--- src/rtl/pipeline_ctrl.sv ---
// Pipeline hazard/sequencing controller: stage enables, bubbles and fetch redirect, with priority
// ERROR > dmem freeze > EX mispredict > load-use > ID redirect > imem stall; controls are combinational.
module pipeline_ctrl #(
  parameter int MEM_TIMEOUT = 255,
  parameter int CNT_W       = 32
) (
  input  logic             stage_clk,
  input  logic             reset,
  input  logic [4:0]       id_rs1,
  input  logic [4:0]       id_rs2,
  input  logic             id_use_rs1,
  input  logic             id_use_rs2,
  input  logic             id_redirect,
  input  logic [31:0]      id_target,
  input  logic [4:0]       ex_rd,
  input  logic             ex_is_load,
  input  logic             ex_br_valid,
  input  logic             ex_br_taken,
  input  logic             ex_pred_taken,
  input  logic [31:0]      ex_target,
  input  logic [31:0]      ex_pc_plus4,
  input  logic             imem_ready,
  input  logic             mem_access,
  input  logic             dmem_ready,
  output logic             if_ena,
  output logic             if_x,
  output logic             id_ena,
  output logic             id_x,
  output logic             ex_ena,
  output logic             mem_ena,
  output logic             take_new_pc,
  output logic [31:0]      pc_new,
  output logic             bus_error,
  output logic [CNT_W-1:0] stall_cycles,
  output logic [CNT_W-1:0] flush_count
);

  localparam int TW = $clog2(MEM_TIMEOUT + 1);
  localparam logic [TW-1:0] TMAX = TW'(MEM_TIMEOUT);

  typedef enum logic [1:0] {RUN, MEM_WAIT, ERROR} state_t;

  state_t        state, state_nxt;
  logic [TW-1:0] timer, timer_nxt;
  logic          freeze, mispredict, load_use, err_set, stall_inc;

  assign freeze     = mem_access & ~dmem_ready;
  assign mispredict = ex_br_valid & (ex_br_taken != ex_pred_taken);
  assign load_use   = ex_is_load & (ex_rd != 5'd0) &
                      ((id_use_rs1 & (id_rs1 == ex_rd)) | (id_use_rs2 & (id_rs2 == ex_rd)));
  assign err_set    = (state == MEM_WAIT) & freeze & (timer == TMAX);
  assign stall_inc  = (state != ERROR) & (freeze | load_use | ~imem_ready);

  always_ff @(posedge stage_clk or posedge reset) begin
    if (reset) begin
      state        <= RUN;
      timer        <= '0;
      bus_error    <= 1'b0;
      stall_cycles <= '0;
      flush_count  <= '0;
    end else begin
      state     <= state_nxt;
      timer     <= timer_nxt;
      bus_error <= bus_error | err_set;
      if (stall_inc)
        stall_cycles <= stall_cycles + 1'b1;
      if (take_new_pc)
        flush_count <= flush_count + 1'b1;
    end
  end

  always_comb begin
    state_nxt = state;
    timer_nxt = timer;
    case (state)
      RUN: begin
        if (freeze) begin
          state_nxt = MEM_WAIT;
          timer_nxt = TW'(1);
        end
      end
      MEM_WAIT: begin
        if (freeze) begin
          if (timer == TMAX)
            state_nxt = ERROR;
          else
            timer_nxt = timer + 1'b1;
        end else begin
          state_nxt = RUN;
          timer_nxt = '0;
        end
      end
      ERROR:   state_nxt = ERROR;
      default: state_nxt = RUN;
    endcase
  end

  // A mispredict seen during a freeze needs no storage: EX is held, so it reappears on release.
  always_comb begin
    if_ena      = 1'b1;
    if_x        = 1'b0;
    id_ena      = 1'b1;
    id_x        = 1'b0;
    ex_ena      = 1'b1;
    mem_ena     = 1'b1;
    take_new_pc = 1'b0;
    pc_new      = 32'd0;
    if (state == ERROR || freeze) begin
      if_ena  = 1'b0;
      id_ena  = 1'b0;
      ex_ena  = 1'b0;
      mem_ena = 1'b0;
    end else if (mispredict) begin
      take_new_pc = 1'b1;
      pc_new      = ex_br_taken ? ex_target : ex_pc_plus4;
      if_x        = 1'b1;
      id_x        = 1'b1;
    end else if (load_use) begin
      if_ena = 1'b0;
      id_x   = 1'b1;
    end else if (id_redirect) begin
      take_new_pc = 1'b1;
      pc_new      = id_target;
      if_x        = 1'b1;
    end else if (!imem_ready) begin
      if_ena = 1'b0;
      id_x   = 1'b1;
    end
  end

endmodule
--- config.mk ---
export PLATFORM = sky130hd
export DESIGN_NAME = pipeline_ctrl
export DESIGN_NICKNAME = d
export VERILOG_FILES = /design/src/rtl/pipeline_ctrl.sv
export SDC_FILE = /design/constraint.sdc
export NUM_CORES = 1
export LEC_CHECK = 0
export CAP_MARGIN = 20
export CORE_MARGIN = 2
export CORE_UTILIZATION = 40
export DETAILED_ROUTE_END_ITERATION = 6
export PLACE_DENSITY = 0.85
export SLEW_MARGIN = 20
export SYNTH_ARGS = -nofsm -noshare
export SYNTH_HDL_FRONTEND = slang
export SYNTH_SLANG_ARGS = --single-unit
--- constraint.sdc ---
create_clock -name stage_clk -period 4.1 [get_ports stage_clk]
set_clock_uncertainty 0.2 [all_clocks]
set_input_delay 0.82 -clock stage_clk [delete_from_list [all_inputs] [get_ports stage_clk]]
set_output_delay 0.82 -clock stage_clk [all_outputs]
set_load 0.005 [all_outputs]
-- Word-level counts from Yosys, hierarchy flattened
Index checks and enable logic that the tools add are counted.
- register bits after elaboration: 75
- input port bits: 123
- output and inout port bits: 104
- logic and storage cells: 67
- add/subtract/negate cells: 3
- eq/ne operators: 10
- muxes and demuxes: 28
- bitwise gates (word level): 15
- reduce and logical (&&, ||, !) cells: 6
- operators by type and width (kind ; count):
    32-bit two-way mux ; 5
    32-bit by 1-bit adder with 32-bit output (second input constant) ; 2
    8-bit two-way mux ; 3
    8-bit case mux with 2 select lines ; 1
    1-bit two-way mux ; 15
    5-bit equality test ; 2
    1-bit bitwise AND ; 9
    8-bit by 1-bit adder with 8-bit output (second input constant) ; 1
    8-bit equality test (second input constant) ; 1
    2-bit two-way mux ; 3
    2-bit case mux with 3 select lines ; 1
    5-bit nonzero test ; 1
    2-bit != test (second input constant) ; 2
    1-bit bitwise OR ; 4
    3-bit by 2-bit != test with 1-bit output (second input constant) ; 1
    3-bit != test (second input constant) ; 1
    3-bit AND reduction ; 1
    2-bit by 1-bit equality test with 1-bit output (second input constant) ; 1
    2-bit equality test (second input constant) ; 1
    2-bit logical NOT ; 1
    1-bit NOT ; 2
    2-bit AND reduction ; 1
    2-bit nonzero test ; 1
    1-bit logical OR ; 1
    1-bit != test ; 1

-- Logic depth before layout (Yosys ltp)
- depth after elaboration: 7
- depth in mapped cells: 10
- depth with buffers taken out: 7

-- Least setup slack after synthesis
Ideal clock, no wire load.
- kind: input to output
- from: in ex_rd[1]
- to: out pc_new[22]
- arrival: 2431 ps
- required time: 3080 ps
- slack: 649 ps
- stages: 7
- path buffers: 3
- cells stage by stage: or4_1 o21a_1 a31o_1 buf_6 buf_2 buf_2 a211oi_1
- word-level cells in the longest chain between the ends: 7
- elaborated cells on any way between the ends: 11
- classes of those cells: eq/ne: 2; mux: 3; bitwise: 5; reduce/logical: 1
- RTL lines (what ; line ; RTL):
    start, declared ; 15 ; input logic [4:0] ex_rd,
    5-bit equality test ; 50 ; ((id_use_rs1 & (id_rs1 == ex_rd)) | (id_use_rs2 & (id_rs2 == ex_rd)));
    1-bit bitwise AND ; 50 ;
    1-bit bitwise OR ; 50 ;
    1-bit bitwise AND (*) ; 49 ; assign load_use = ex_is_load & (ex_rd != 5'd0) &
    32-bit two-way mux (*) ; 118 ; end else if (load_use) begin
    32-bit two-way mux (*) ; 113 ; end else if (mispredict) begin
    32-bit two-way mux (*) ; 108 ; if (state == ERROR || freeze) begin
    end, declared ; 32 ; output logic [31:0] pc_new,
Every way passes the cells marked *; elsewhere a longest branch is shown, timed or not.

-- Final worst setup path
- from: in ex_rd[1]
- to: out if_ena
- word-level cells in the longest chain between the ends: 7
- elaborated cells on any way between the ends: 11
- classes of those cells: eq/ne: 2; mux: 3; bitwise: 5; reduce/logical: 1
- RTL lines (what ; line ; RTL):
    5-bit equality test ; 50 ;
    1-bit bitwise AND ; 50 ;
    1-bit bitwise OR ; 50 ;
    1-bit bitwise AND (*) ; 49 ;
    1-bit two-way mux (*) ; 118 ;
    1-bit two-way mux (*) ; 113 ;
    1-bit two-way mux (*) ; 108 ;
    end, declared ; 25 ; output logic if_ena,
Marked as above.

==> run_results.csv <==
group,metric,value,unit
logic_synthesis,synth_nets,607,
final_layout,final_util,0.662,
detailed_routing,vias_per_cell,5.24,
logic_synthesis,ys_types,45,
timing,period_share,0.984,
place,dp.cells,839,
pwr,p_leak,3.12,nW
die,fp.coreArea,10900,um^2
detailed_routing,wire_per_inst,17.8,um
detailed_routing,drtAntennaViolNets,0,
die,pin_count,227,
logic_synthesis,synth-seq-area-share,0.417,
pwr,peakVddDrop,0.000251,V
hold_path,hold_path.class,"register to register",
worst_setup_path,reg2reg_from,"flush_count[5]$_DFFE_PP0P_",
clock_network,cts_tree,"built",
final_layout,layout-drive-gt1-share,0.0671,
clock_network,cts_resized,36,
logic_synthesis,synth.avg_cell_area,9.37,um^2
worst_setup_path,rr_endpoint,"flush_count[31]$_DFFE_PP0P_",
grt,grt_pass1_wl,23.4,mm
worst_setup_path,end_kind,"output port",
timing,fin_crit,4.03,ns
timing,fin_setup_tns,0,ns
clock_network,clk_pin_slew,0.06,ns
die,fp-row-count,38,
timing,final_hold_viol_count,0,
detailed_routing,drt-initial-drc-count,148,
grt,track_usage,0.254,
clock_network,numCtsBuffers,9,
place,place.gp.congestion,0.938,
pwr,switchingPower,748,uW
place,post-place-ws,-0.185,ns
pwr,power.internal,1.78,mW
hold_path,holdPathStages,1,
place,dp_hpwl,12.1,mm
final_layout,area_delta_synth_final,60.6,%
outcome,status,"finished, final reports clean",
die,start_util,0.412,
job,drv_cap,0,
pwr,pwr-share-clk,0.312,
final_layout,layout_commonest_cell,"clkdlybuf4s50_1",
logic_synthesis,ys_seq_elements,75,
final_layout,most-common-layout-cells,"191 x clkdlybuf4s50_1, 75 x dfrtp_1, 59 x nor2_1",
final_layout,stdcell_count,855,
logic_synthesis,syn_inst,481,
logic_synthesis,synth.cell_area,4510,um^2
worst_setup_path,criticalPathCategory,"input port to output port",
pwr,combPwrFrac,0.303,
timing,worstMarginPinSlew,0.850,ns
timing,worst_slack,0.0656,ns
hold_path,min_to,"stall_cycles[31]$_DFFE_PP0P_",
detailed_routing,drtPass1Iterations,4,
worst_setup_path,cp_max_fo,3,
pwr,power_frac_seq,0.385,
clock_network,cts_hold_buf,0,
worst_setup_path,r2r_cells,6,
worst_setup_path,rrSetupSlack,1.57,ns
timing,timing.hold.ws,0.286,ns
detailed_routing,totalWireLength,15.2,mm
hold_path,holdCritStartpoint,"stall_cycles[31]$_DFFE_PP0P_",
timing,fmax,0.248,GHz
grt,first_global_vias,4569,
pwr,switching_share,0.296,
timing,slew_viol_final,0,
clock_network,h-tree-depth,3,
final_layout,fill_cells,837,
logic_synthesis,ys_warn_count,0,
clock_network,cts_buffer_depth,2,
worst_setup_path,crit_path_start_kind,"input port",
logic_synthesis,ys.flop_type,"dfrtp_1",
timing,slew_headroom,0.432,
worst_setup_path,crit_arrival,3.01,ns
timing,finalSetupViolCount,0,
final_layout,diodes,0,
die,die_area,12100,um^2
grt,grt_max_degree,66,
clock_network,postCtsSetupBuffers,0,
detailed_routing,vias,4478,
pwr,power_density,350,nW/um^2
logic_synthesis,async_flop_share,1.00,
detailed_routing,drc,0,
worst_setup_path,required,3.08,ns
die,dieHeight,110,um
clock_network,root_buffer,"clkbuf_16",
place,portBuffers,226,
die,dieWidth,110,um
clock_network,clock_latency,0.33,ns
logic_synthesis,synth_edf_count,0,
grt,antenna_found_initial,0,
clock_network,cts_sinks,75,
grt,overflow,0,
timing,rsz0062_at_grt,"false",
final_layout,nNetsFinal,836,
-- worst max path at each step --
| stage | from | endpoint | slack [ns] | cells past startpoint |
|---|---|---|---|---|
| 2_1_floorplan | ex_rd[1] | pc_new[22] | 0.65 | 7 |
| 3_3_place_gp | ex_rd[1] | pc_new[7] | -0.07 | 7 |
| 3_5_place_dp | ex_rd[1] | pc_new[3] | -0.18 | 7 |
| 4_1_cts | ex_rd[1] | if_ena | 0.04 | 8 |
| 5_1_grt | ex_rd[1] | if_ena | 0.008 | 8 |
| 6_report | ex_rd[1] | if_ena | 0.07 | 8 |
-- area by class of cell --
class,instances,area (um^2),share of cell area
Timing Repair Buffer,243,2370,0.327
Clock inverter,6,65.1,0.00899
Sequential cell,75,1880,0.259
Clock buffer,10,239,0.0330
Inverter,14,52.6,0.00726
Multi-Input combinational cell,367,2460,0.340
Tap cell,140,175,0.0242
-- state kept, by name, indices dropped and copies added, names as in the netlist --
| register | cells |
|---|---|
| state | 2 |
| stall_cycles | 32 |
| bus_error | 1 |
| flush_count | 32 |
| timer | 8 |
-- layer usage --
| layer | track usage | share of wire |
|---|---|---|
| met4 | 0.0866 | 0.028 |
| met2 | 0.458 | 0.52 |
| met5 | 0 | 0 |
| met3 | 0.0688 | 0.060 |
| met1 | 0.288 | 0.39 |
-- power by group through the flow --
stage	logic [mW]	clock network, mW	registers, mW
finish	0.767	0.789	0.974
global route	0.834	0.828	0.995
CTS	0.773	0.800	0.975
detailed placement	0.791	0	0.986
global placement	0.771	0	0.976
floorplan	0.303	0	0.965
-- synthesized netlist by cell type, types with 7 or more instances --
| cell | number | area share |
|---|---|---|
| clkbuf_1 | 13 | 0.011 |
| nand2_1 | 37 | 0.031 |
| nor2_1 | 59 | 0.049 |
| nand4_1 | 17 | 0.024 |
| inv_1 | 13 | 0.011 |
| nor3_1 | 18 | 0.020 |
| mux2i_1 | 32 | 0.071 |
| buf_2 | 7 | 0.0078 |
| xor2_1 | 37 | 0.072 |
| nand3_1 | 24 | 0.027 |
| xnor2_1 | 41 | 0.080 |
| dfrtp_1 | 75 | 0.42 |
| a211oi_1 | 33 | 0.055 |
| o21ai_0 | 8 | 0.0089 |
-- kinds of logic (layout without fill, tap and decap cells) --
group | after synthesis | count (layout) | synth area share
AOI/OAI and AO/OA | 58 | 58 | 0.0916
xor gates and xnor gates | 78 | 78 | 0.152
adders and majority gates | 3 | 3 | 0.00833
buffers and inverters | 39 | 273 | 0.0411
DFF | 75 | 75 | 0.417
muxes | 33 | 33 | 0.0736
and+or+nand+nor | 195 | 195 | 0.217
-- worst max-delay path: stages --
cell and delay (ns):
clkdlybuf4s50_1 0.44, or4_1 0.54, o21a_1 0.20, buf_4 0.15
nand2_1 0.06, o21ai_0 0.10, a21boi_1 0.17, clkdlybuf4s50_1 0.54
-- per-stage QoR --
stage	area [um^2]	total power, mW
2_1_floorplan	4510	1.27
3_3_place_gp	6960	1.75
3_5_place_dp	6960	1.78
4_1_cts	7230	2.55
5_1_grt	7240	2.66
6_report	7240	2.53
Note: power is estimated with default switching activity, not from simulation.
